$ cat src/rtl/lock_ctrl_if.sv
`default_nettype none
//------------------------------------------------------------------------------
// Module   : lock_ctrl_if
// Purpose  : Bundles the key/tick inputs and the display/bolt outputs of the
//            lock controller.
// Revision : 1.0 - initial release
// Signals  : hz1      1 Hz single-cycle tick
//            keyvalid single-cycle key strobe
//            key      key code (0-9 digit, a CLEAR, b ENTER, c SET)
//            dig4     status glyph code
//            dig3..0  digit codes (dig0 rightmost)
//            dispen   per-digit display enable, bit4 = dig4
//            lock     1 = bolt engaged
// Modports : master - key decoder / tick source side (drives inputs)
//            slave  - lock controller side (drives display and bolt)
//------------------------------------------------------------------------------
interface lock_ctrl_if;
  logic       hz1;
  logic       keyvalid;
  logic [3:0] key;
  logic [3:0] dig4;
  logic [3:0] dig3;
  logic [3:0] dig2;
  logic [3:0] dig1;
  logic [3:0] dig0;
  logic [4:0] dispen;
  logic       lock;

  modport master (
    output hz1, keyvalid, key,
    input  dig4, dig3, dig2, dig1, dig0, dispen, lock
  );

  modport slave (
    input  hz1, keyvalid, key,
    output dig4, dig3, dig2, dig1, dig0, dispen, lock
  );
endinterface
`default_nettype wire

$ cat src/rtl/lock_ctrl.sv
`default_nettype none
//------------------------------------------------------------------------------
// Module   : lock_ctrl
// Purpose  : Keypad entry and access-code check for the electronic lock.
//            Sequences LOCKED / OPEN / SET / ERROR with 1 Hz timed dwell and
//            drives the 5-digit multiplexed display stage.
// Revision : 1.0 - initial release
// Ports    : ck     in  system clock
//            reset  in  asynchronous, active-high reset
//            bus    lock_ctrl_if.slave (hz1, keyvalid, key in;
//                   dig4..dig0, dispen, lock out)
// Params   : INIT_CODE  4-digit BCD code loaded at reset (dig3 = MS digit)
//            OPEN_SEC   OPEN dwell in seconds (1-9)
//            ERR_SEC    ERROR dwell in seconds (1-9)
// Macro    : LOCKOUT_EN - adds a consecutive-fail counter; the third and
//            later consecutive failures hold ERROR for 9 s and show the
//            countdown on dig0.
//------------------------------------------------------------------------------
module lock_ctrl #(
  parameter logic [15:0] INIT_CODE = 16'h1234,
  parameter int unsigned OPEN_SEC  = 5,
  parameter int unsigned ERR_SEC   = 3
) (
  input  wire logic   ck,
  input  wire logic   reset,
  lock_ctrl_if.slave  bus
);

  typedef enum logic [1:0] {
    ST_LOCKED = 2'd0,
    ST_OPEN   = 2'd1,
    ST_SET    = 2'd2,
    ST_ERROR  = 2'd3
  } state_t;

  localparam logic [3:0] c_KEY_CLEAR = 4'ha;
  localparam logic [3:0] c_KEY_ENTER = 4'hb;
  localparam logic [3:0] c_KEY_SET   = 4'hc;
  localparam logic [3:0] c_GLY_L     = 4'hb;
  localparam logic [3:0] c_GLY_C     = 4'hc;
  localparam logic [3:0] c_GLY_N     = 4'hd;
  localparam logic [3:0] c_GLY_E     = 4'he;
  localparam logic [3:0] c_GLY_DASH  = 4'ha;
  localparam logic [3:0] c_OPEN_T    = 4'(OPEN_SEC);
  localparam logic [3:0] c_ERR_T     = 4'(ERR_SEC);

  state_t      r_state, w_state_nxt;
  logic [15:0] r_entry, w_entry_nxt;
  logic [2:0]  r_cnt,   w_cnt_nxt;
  logic [15:0] r_code,  w_code_nxt;
  logic [3:0]  r_timer, w_timer_nxt;

  logic        w_is_digit;
  logic [3:0]  w_err_timer;
  logic [3:0]  w_cnt_mask;

`ifdef LOCKOUT_EN
  logic [1:0]  r_fail, w_fail_nxt;
  // The failure being recorded now is the third (or later) in a row.
  assign w_err_timer = (r_fail >= 2'd2) ? 4'd9 : c_ERR_T;
`else
  assign w_err_timer = c_ERR_T;
`endif

  assign w_is_digit = (bus.key <= 4'd9);

  //--------------------------------------------------------------------------
  // State and datapath registers
  //--------------------------------------------------------------------------
  always_ff @(posedge ck or posedge reset) begin
    if (reset) begin
      r_state <= ST_LOCKED;
      r_entry <= 16'h0000;
      r_cnt   <= 3'd0;
      r_code  <= INIT_CODE;
      r_timer <= 4'd0;
`ifdef LOCKOUT_EN
      r_fail  <= 2'd0;
`endif
    end else begin
      r_state <= w_state_nxt;
      r_entry <= w_entry_nxt;
      r_cnt   <= w_cnt_nxt;
      r_code  <= w_code_nxt;
      r_timer <= w_timer_nxt;
`ifdef LOCKOUT_EN
      r_fail  <= w_fail_nxt;
`endif
    end
  end

  //--------------------------------------------------------------------------
  // Next-state logic. A key strobe wins over a coincident tick; the tick is
  // simply dropped in that cycle.
  //--------------------------------------------------------------------------
  always_comb begin
    w_state_nxt = r_state;
    w_entry_nxt = r_entry;
    w_cnt_nxt   = r_cnt;
    w_code_nxt  = r_code;
    w_timer_nxt = r_timer;

    if (bus.keyvalid) begin
      unique case (r_state)
        ST_LOCKED, ST_SET: begin
          if (w_is_digit) begin
            if (r_cnt < 3'd4) begin
              w_entry_nxt = {r_entry[11:0], bus.key};
              w_cnt_nxt   = r_cnt + 3'd1;
            end
          end else if (bus.key == c_KEY_CLEAR) begin
            w_entry_nxt = 16'h0000;
            w_cnt_nxt   = 3'd0;
          end else if (bus.key == c_KEY_ENTER) begin
            w_entry_nxt = 16'h0000;
            w_cnt_nxt   = 3'd0;
            if (r_state == ST_LOCKED) begin
              if ((r_cnt == 3'd4) && (r_entry == r_code)) begin
                w_state_nxt = ST_OPEN;
                w_timer_nxt = c_OPEN_T;
              end else begin
                w_state_nxt = ST_ERROR;
                w_timer_nxt = w_err_timer;
              end
            end else begin
              if (r_cnt == 3'd4) begin
                w_code_nxt  = r_entry;
                w_state_nxt = ST_LOCKED;
              end else begin
                w_state_nxt = ST_ERROR;
                w_timer_nxt = w_err_timer;
              end
            end
          end
        end
        ST_OPEN: begin
          if (bus.key == c_KEY_ENTER) begin
            w_state_nxt = ST_LOCKED;
          end else if (bus.key == c_KEY_SET) begin
            w_state_nxt = ST_SET;
            w_entry_nxt = 16'h0000;
            w_cnt_nxt   = 3'd0;
          end
        end
        default: ; // ERROR ignores every key
      endcase
    end else if (bus.hz1 && ((r_state == ST_OPEN) || (r_state == ST_ERROR))) begin
      // timer==0 cannot occur in a timed state; treat it as expiry anyway.
      if (r_timer <= 4'd1) begin
        w_state_nxt = ST_LOCKED;
        w_timer_nxt = 4'd0;
      end else begin
        w_timer_nxt = r_timer - 4'd1;
      end
    end
  end

`ifdef LOCKOUT_EN
  always_comb begin
    w_fail_nxt = r_fail;
    if ((w_state_nxt == ST_ERROR) && (r_state != ST_ERROR) && (r_fail != 2'd3)) begin
      w_fail_nxt = r_fail + 2'd1;
    end else if ((w_state_nxt == ST_OPEN) && (r_state == ST_LOCKED)) begin
      w_fail_nxt = 2'd0;
    end
  end
`endif

  //--------------------------------------------------------------------------
  // Display and bolt decode, purely from registered state
  //--------------------------------------------------------------------------
  // Entered digits light from the right as the count grows.
  always_comb begin
    w_cnt_mask = 4'b0000;
    case (r_cnt)
      3'd0:    w_cnt_mask = 4'b0000;
      3'd1:    w_cnt_mask = 4'b0001;
      3'd2:    w_cnt_mask = 4'b0011;
      3'd3:    w_cnt_mask = 4'b0111;
      default: w_cnt_mask = 4'b1111;
    endcase
  end

  always_comb begin
    bus.lock   = 1'b1;
    bus.dig4   = c_GLY_L;
    bus.dig3   = r_entry[15:12];
    bus.dig2   = r_entry[11:8];
    bus.dig1   = r_entry[7:4];
    bus.dig0   = r_entry[3:0];
    bus.dispen = {1'b1, w_cnt_mask};
    unique case (r_state)
      ST_LOCKED: ;
      ST_SET: begin
        bus.lock = 1'b0;
        bus.dig4 = c_GLY_C;
      end
      ST_OPEN: begin
        bus.lock   = 1'b0;
        bus.dig4   = c_GLY_N;
        bus.dig3   = 4'h0;
        bus.dig2   = 4'h0;
        bus.dig1   = 4'h0;
        bus.dig0   = r_timer;
        bus.dispen = 5'b10001;
      end
      default: begin
        bus.dig4   = c_GLY_E;
        bus.dig3   = c_GLY_DASH;
        bus.dig2   = c_GLY_DASH;
        bus.dig1   = c_GLY_DASH;
        bus.dig0   = c_GLY_DASH;
        bus.dispen = 5'b11111;
`ifdef LOCKOUT_EN
        if (r_fail == 2'd3) begin
          bus.dig0 = r_timer;
        end
`endif
      end
    endcase
  end

endmodule
`default_nettype wire

$ cat src/flat_wrapper.sv
// flat-port wrapper written by rule: the top's interface ports become plain ports
module lock_ctrl_flat 
#(
  parameter logic [15:0] INIT_CODE = 16'h1234,
  parameter int unsigned OPEN_SEC  = 5,
  parameter int unsigned ERR_SEC   = 3
)
  (ck, reset, bus_hz1, bus_keyvalid, bus_key, bus_dig4, bus_dig3, bus_dig2, bus_dig1, bus_dig0, bus_dispen, bus_lock);
  lock_ctrl_if bus_i ();
  input  wire logic ck;
  input  wire logic reset;
  input wire logic [$bits(bus_i.hz1)-1:0] bus_hz1;
  input wire logic [$bits(bus_i.keyvalid)-1:0] bus_keyvalid;
  input wire logic [$bits(bus_i.key)-1:0] bus_key;
  output wire logic [$bits(bus_i.dig4)-1:0] bus_dig4;
  output wire logic [$bits(bus_i.dig3)-1:0] bus_dig3;
  output wire logic [$bits(bus_i.dig2)-1:0] bus_dig2;
  output wire logic [$bits(bus_i.dig1)-1:0] bus_dig1;
  output wire logic [$bits(bus_i.dig0)-1:0] bus_dig0;
  output wire logic [$bits(bus_i.dispen)-1:0] bus_dispen;
  output wire logic [$bits(bus_i.lock)-1:0] bus_lock;
  assign bus_i.hz1 = bus_hz1;
  assign bus_i.keyvalid = bus_keyvalid;
  assign bus_i.key = bus_key;
  assign bus_dig4 = bus_i.dig4;
  assign bus_dig3 = bus_i.dig3;
  assign bus_dig2 = bus_i.dig2;
  assign bus_dig1 = bus_i.dig1;
  assign bus_dig0 = bus_i.dig0;
  assign bus_dispen = bus_i.dispen;
  assign bus_lock = bus_i.lock;
  lock_ctrl #(.INIT_CODE(INIT_CODE), .OPEN_SEC(OPEN_SEC), .ERR_SEC(ERR_SEC)) u_core (.ck(ck), .reset(reset), .bus(bus_i));
endmodule
$ cat config.mk
export PLATFORM = sky130hd
export DESIGN_NAME = lock_ctrl_flat
export DESIGN_NICKNAME = d
export VERILOG_FILES = /design/src/rtl/lock_ctrl_if.sv /design/src/rtl/lock_ctrl.sv /design/src/flat_wrapper.sv
export SDC_FILE = /design/constraint.sdc
export NUM_CORES = 1
export LEC_CHECK = 0
export BUFFER_PORTS_ARGS = -buffer_cell sky130_fd_sc_hd__buf_2
export CORE_ASPECT_RATIO = 2
export CORE_MARGIN = 4
export CORE_UTILIZATION = 60
export CTS_BUF_LIST = sky130_fd_sc_hd__clkbuf_4 sky130_fd_sc_hd__clkbuf_8
export CTS_CLUSTER_DIAMETER = 150
export DETAILED_ROUTE_END_ITERATION = 16
export PLACE_DENSITY = 0.8
export SYNTH_ARGS = -nofsm -noshare
export SYNTH_HDL_FRONTEND = slang
export SYNTH_SLANG_ARGS = --single-unit
$ cat constraint.sdc
create_clock -name ck -period 4 [get_ports ck]
set_input_delay 0.8 -clock ck [delete_from_list [all_inputs] [get_ports ck]]
set_output_delay 0.8 -clock ck [all_outputs]
set_load 0.005 [all_outputs]
# Word-level counts from Yosys, hierarchy flattened
# Index checks and enable logic that the tools add are counted.
[totals]
regBits = 41
out_inout_bits = 26
[op_classes]
n_mux = 44
addsub = 2
n_bitwise = 3
n_reduce_logical = 14
n_lt_le_gt_ge = 3
n_eq_ne = 25
[op_table]
columns = ["operator", "n"]
rows = [
  ["$mux W16", 6],
  ["$pmux W4 S2", 5],
  ["$mux W4", 9],
  ["$pmux W16 S2", 1],
  ["$mux W2", 11],
  ["$mux W3", 7],
  ["$eq A16 B16 Y1", 1],
  ["$pmux W4 S4", 1],
  ["$reduce_and A7 Y1", 2],
  ["$eq A4 B4 Y1 const B", 3],
  ["$reduce_and A6 Y1", 2],
  ["$ne A3 B2 Y1 const B", 3],
  ["$ne A3 B3 Y1 const B", 3],
  ["$pmux W3 S3", 1],
  ["$ne A2 B2 Y1 const B", 4],
  ["$eq A3 B2 Y1 const B", 2],
  ["$pmux W3 S2", 1],
  ["$reduce_bool A2 Y1", 3],
  ["$eq A2 B2 Y1 const B", 2],
  ["$le A4 B1 Y1 const B", 1],
  ["$le A4 B4 Y1 const B", 1],
  ["$ne A2 B1 Y1 const B", 2],
  ["$ne A4 B1 Y1 const B", 1],
  ["$ne A4 B2 Y1 const B", 1],
  ["14 further kinds", 18],
]

# Logic depth before layout (Yosys ltp)
[depth]
depth_word = 9
mapped_depth = 9

# Worst setup path before layout
# No wires, ideal clock.
[synth_path]
path_kind = "flip-flop to output port"
from = "reg u_core.r_state[1]"
to = "out bus_dig0[1]"
setup_slack_ns = 1.873
n_path_buf = 1
t_arrival_ns = 1.327
path_stages_with_launch = 5
t_required_ns = 3.200
path_cell_list = "dfrtp_1 -> inv_1 -> ha_1 -> clkbuf_1 -> a221o_1"
[synth_via]
elab_chain_len = 3
elab_cells_between_ends = 5
classes_between = "eq/ne: 2; mux: 1; reduce/logical: 2"
[synth_rtl]
columns = ["element", "line_no", "rtl"]
rows = [
  ["start: declaration", "lock_ctrl.sv:47", "state_t r_state, w_state_nxt;"],
  ["start signal: assignment", "lock_ctrl.sv:81", "r_state <= w_state_nxt;"],
  ["$eq A2 B2 Y1 / $logic_not A2 Y1 (equally long branches)", "lock_ctrl.sv:192", "unique case (r_state)"],
  ["$reduce_or A2 Y1 (no line)", "n/a", ""],
  ["$pmux W4 S2 (*)", "lock_ctrl.sv:192", ""],
  ["end: declaration", "flat_wrapper.sv:19", "output wire logic [$bits(bus_i.dig0)-1:0] bus_dig0;"],
]
# Every way passes the cells marked *; elsewhere a longest branch is shown, timed or not.

# Worst setup path after layout
[layout_path]
from = "reg u_core.r_state[0]"
to = "out bus_dig0[2]"
# The elaborated chain is that of the path after synthesis.

==> results_dict.tcl <==
set metrics [dict create \
    hold_buffers 0 \
    dpl_cell_area_um2 2570 \
    r2r_slack_ns 1.16 \
    die_area_um2 5130 \
    numCtsBuffers 5 \
    min_from "u_core.r_code[8]" \
    slew_viol_final 0 \
    cp-start-kind "flip-flop" \
    syn_area_um2 2400 \
    cts_tree "built" \
    ys_ff_latch 41 \
    tightest_slew_ns 0.782 \
    status "finished clean" \
    grt_pass1_vias 1963 \
    synthTopCellsByArea "dfrtp_1 (38%), mux2_2 (7.5%), ha_1 (6.3%), dfstp_2 (5.5%), a22o_1 (4.4%)" \
    cts_setup_buffers 0 \
    drive_above_1_share_pct 24.5 \
    routabilityCongestion 0.918 \
    htree_levels 2 \
    rsz0062_at_grt "false" \
    yosys.cell_types.count 46 \
    async_reset_ff_share_pct 100 \
    wl_per_cell_um 16.6 \
    finalWirelength_um 5370 \
    cp-startpoint "u_core.r_state[0]" \
    p_per_area_nw_per_um2 700 \
    grt.met2_usage_pct 40.4 \
    grt-ovfl-total 0 \
    required_ns 3.20 \
    track_usage_pct 23.6 \
    synth_area_per_cell_um2 9.91 \
    setup_violations 0 \
    place_ws_ns 1.22 \
    p_leak_nw 1.34 \
    fin_tns_setup_ns 0 \
    dr.pass1.iters 4 \
    row_count 32 \
    cp_data_arrival_time_ns 2.09 \
    met3_usage_pct 3.38 \
    fin_crit_sh_pct 72.1 \
    cts_resized 0 \
    yosysMostFrequentCell "dfrtp_1" \
    final_cell_area_um2 2690 \
    n_antenna_cell 0 \
    io_pins 34 \
    cts_sinks 41 \
    initial_core_util_pct 62.4 \
    fin_util_pct 70.0 \
    endpoint "bus_dig0[2]" \
    yosysTopAreaCellShare_pct 37.6 \
    place_hpwl_um 3910 \
    antenna_found_initial 0 \
    drt_iter0_drc 39 \
    grt_max_degree 42 \
    netlist_instances 242 \
    final_critical_path_setup_slack_ns 1.11 \
    drt.antenna.violating_nets 0 \
    synth.largest_area_cell "dfrtp_1" \
    ys_top_cells_by_count "dfrtp_1 (36), nand2_1 (21), o21ai_0 (18), inv_1 (17)" \
    hold_class "flip-flop to flip-flop" \
    worstSkewPairLatency_ns 0.29 \
    reg2reg_from "u_core.r_state[0]" \
    drv_cap 0 \
    cts_root_buf "clkbuf_8" \
    slew_headroom_pct 47.8 \
    rr_worst_depth 5 \
    crit_type "flip-flop to output pin" \
    whs_path_depth 1 \
    ys_warn_count 0 \
    top_usage_layer "met2" \
    die_w_um 52.7 \
    end_kind "output pin" \
    timing.fmax_mhz 347 \
    ys.flop_type "dfrtp_1" \
    remaining_drc_errors 0 \
    nets 292 \
    seq_area_frac_synth_pct 43.1 \
    grt_pass1_wl_um 9130 \
    clock_path_buffers 2 \
    vdd_drop_max_uv 444 \
    portBuffers 31 \
    synth_edf_count 0 \
    post-route-min-period_ns 2.89 \
    grt_use_met1_pct 26.0 \
    viasPerCell 5.94 \
    die_h_um 97.4 \
    r2r_end "u_core.r_code[11]" \
    crit_path_max_fanout 25 \
    syn2layout_area_growth_pct 12.3 \
    hold_violations 0 \
    core_um2 3840 \
    skew_ns 0.00696 \
    dr_total_vias 1926 \
    clk_pin_slew_worst_paths_ns 0.08 \
]
[registers in the layout, summed over array words and instances, names as in the netlist]
name,cells
u_core.r_timer,4
u_core.r_code,16
u_core.r_state,2
u_core.r_entry,16
u_core.r_cnt,3
[how the worst min path moves through the flow]
stage	end
2_1_floorplan	u_core.r_code[0]
3_3_place_gp	u_core.r_code[3]
3_5_place_dp	u_core.r_code[0]
4_1_cts	u_core.r_code[0]
5_1_grt	u_core.r_code[3]
6_report	u_core.r_code[8]
[cell type report]
class,count,area [um^2]
Multi-Input combinational cell,173,1240
Fill cell,343,1150
Sequential cell,41,1030
Timing Repair Buffer,33,170
Clock buffer,7,90.1
Inverter,18,67.6
Tap cell,51,63.8
Clock inverter,1,30.0
[cells in the final DEF, fill, tap and decap left out, drive strengths merged, types with 4 or more instances in the layout]
cell type | netlist | routed
buf | 8 | 33
clkbuf | 3 | 7
dfrtp | 36 | 36
mux2 | 16 | 16
nor2b | 10 | 10
dfstp | 5 | 5
a22o | 12 | 12
nor4 | 4 | 4
a31oi | 4 | 4
nand2 | 21 | 21
nor2 | 17 | 17
xnor2 | 4 | 4
inv | 18 | 18
nor3 | 4 | 4
o21ai | 18 | 18
ha | 12 | 12
nand3 | 6 | 6
xor2 | 12 | 12
[cells by family after synthesis]
kind of cell	synth area share, %
other	0.156
AOI/OAI and AO/OA	15.0
and+or+nand+nor	15.6
buffers and inverters	5.74
adders and majority gates	6.26
muxes	8.35
DFF	43.1
xor gates and xnor gates	5.85
[per-stage QoR]
step	total power, W	hold WS (ns)	cells
2_1_floorplan	0.00124	0.501	243
3_3_place_gp	0.00152	0.511	316
3_5_place_dp	0.00154	0.516	316
4_1_cts	0.00190	0.534	324
5_1_grt	0.00204	0.556	324
6_report	0.00188	0.531	324
[critical path, cell delays in order (launching register included)]
cell,delay (ns)
dfrtp_1,0.85
ha_1,0.59
a22oi_1,0.13
nor2_1,0.11
buf_2,0.12
[per-layer routing]
layer  vias to the layer above  wire length, um  part of all wire (%)
met5                         -                0                     0
met4                         0              252                   4.7
met3                        24              163                   3.0
met2                        53             2990                    56
met1                       944             1970                    37
li1                        905                -                     -
[report_power, final]
group	total, W	internal [W]	switching, W	leakage (nW)
logic	0.000806	0.000375	0.000431	0.751
clock network	0.000347	0.000210	0.000137	0.0619
registers	0.000730	0.000525	0.000205	0.527
total	0.00188	0.00111	0.000773	1.34
Note: power is estimated with default switching activity, not from simulation.
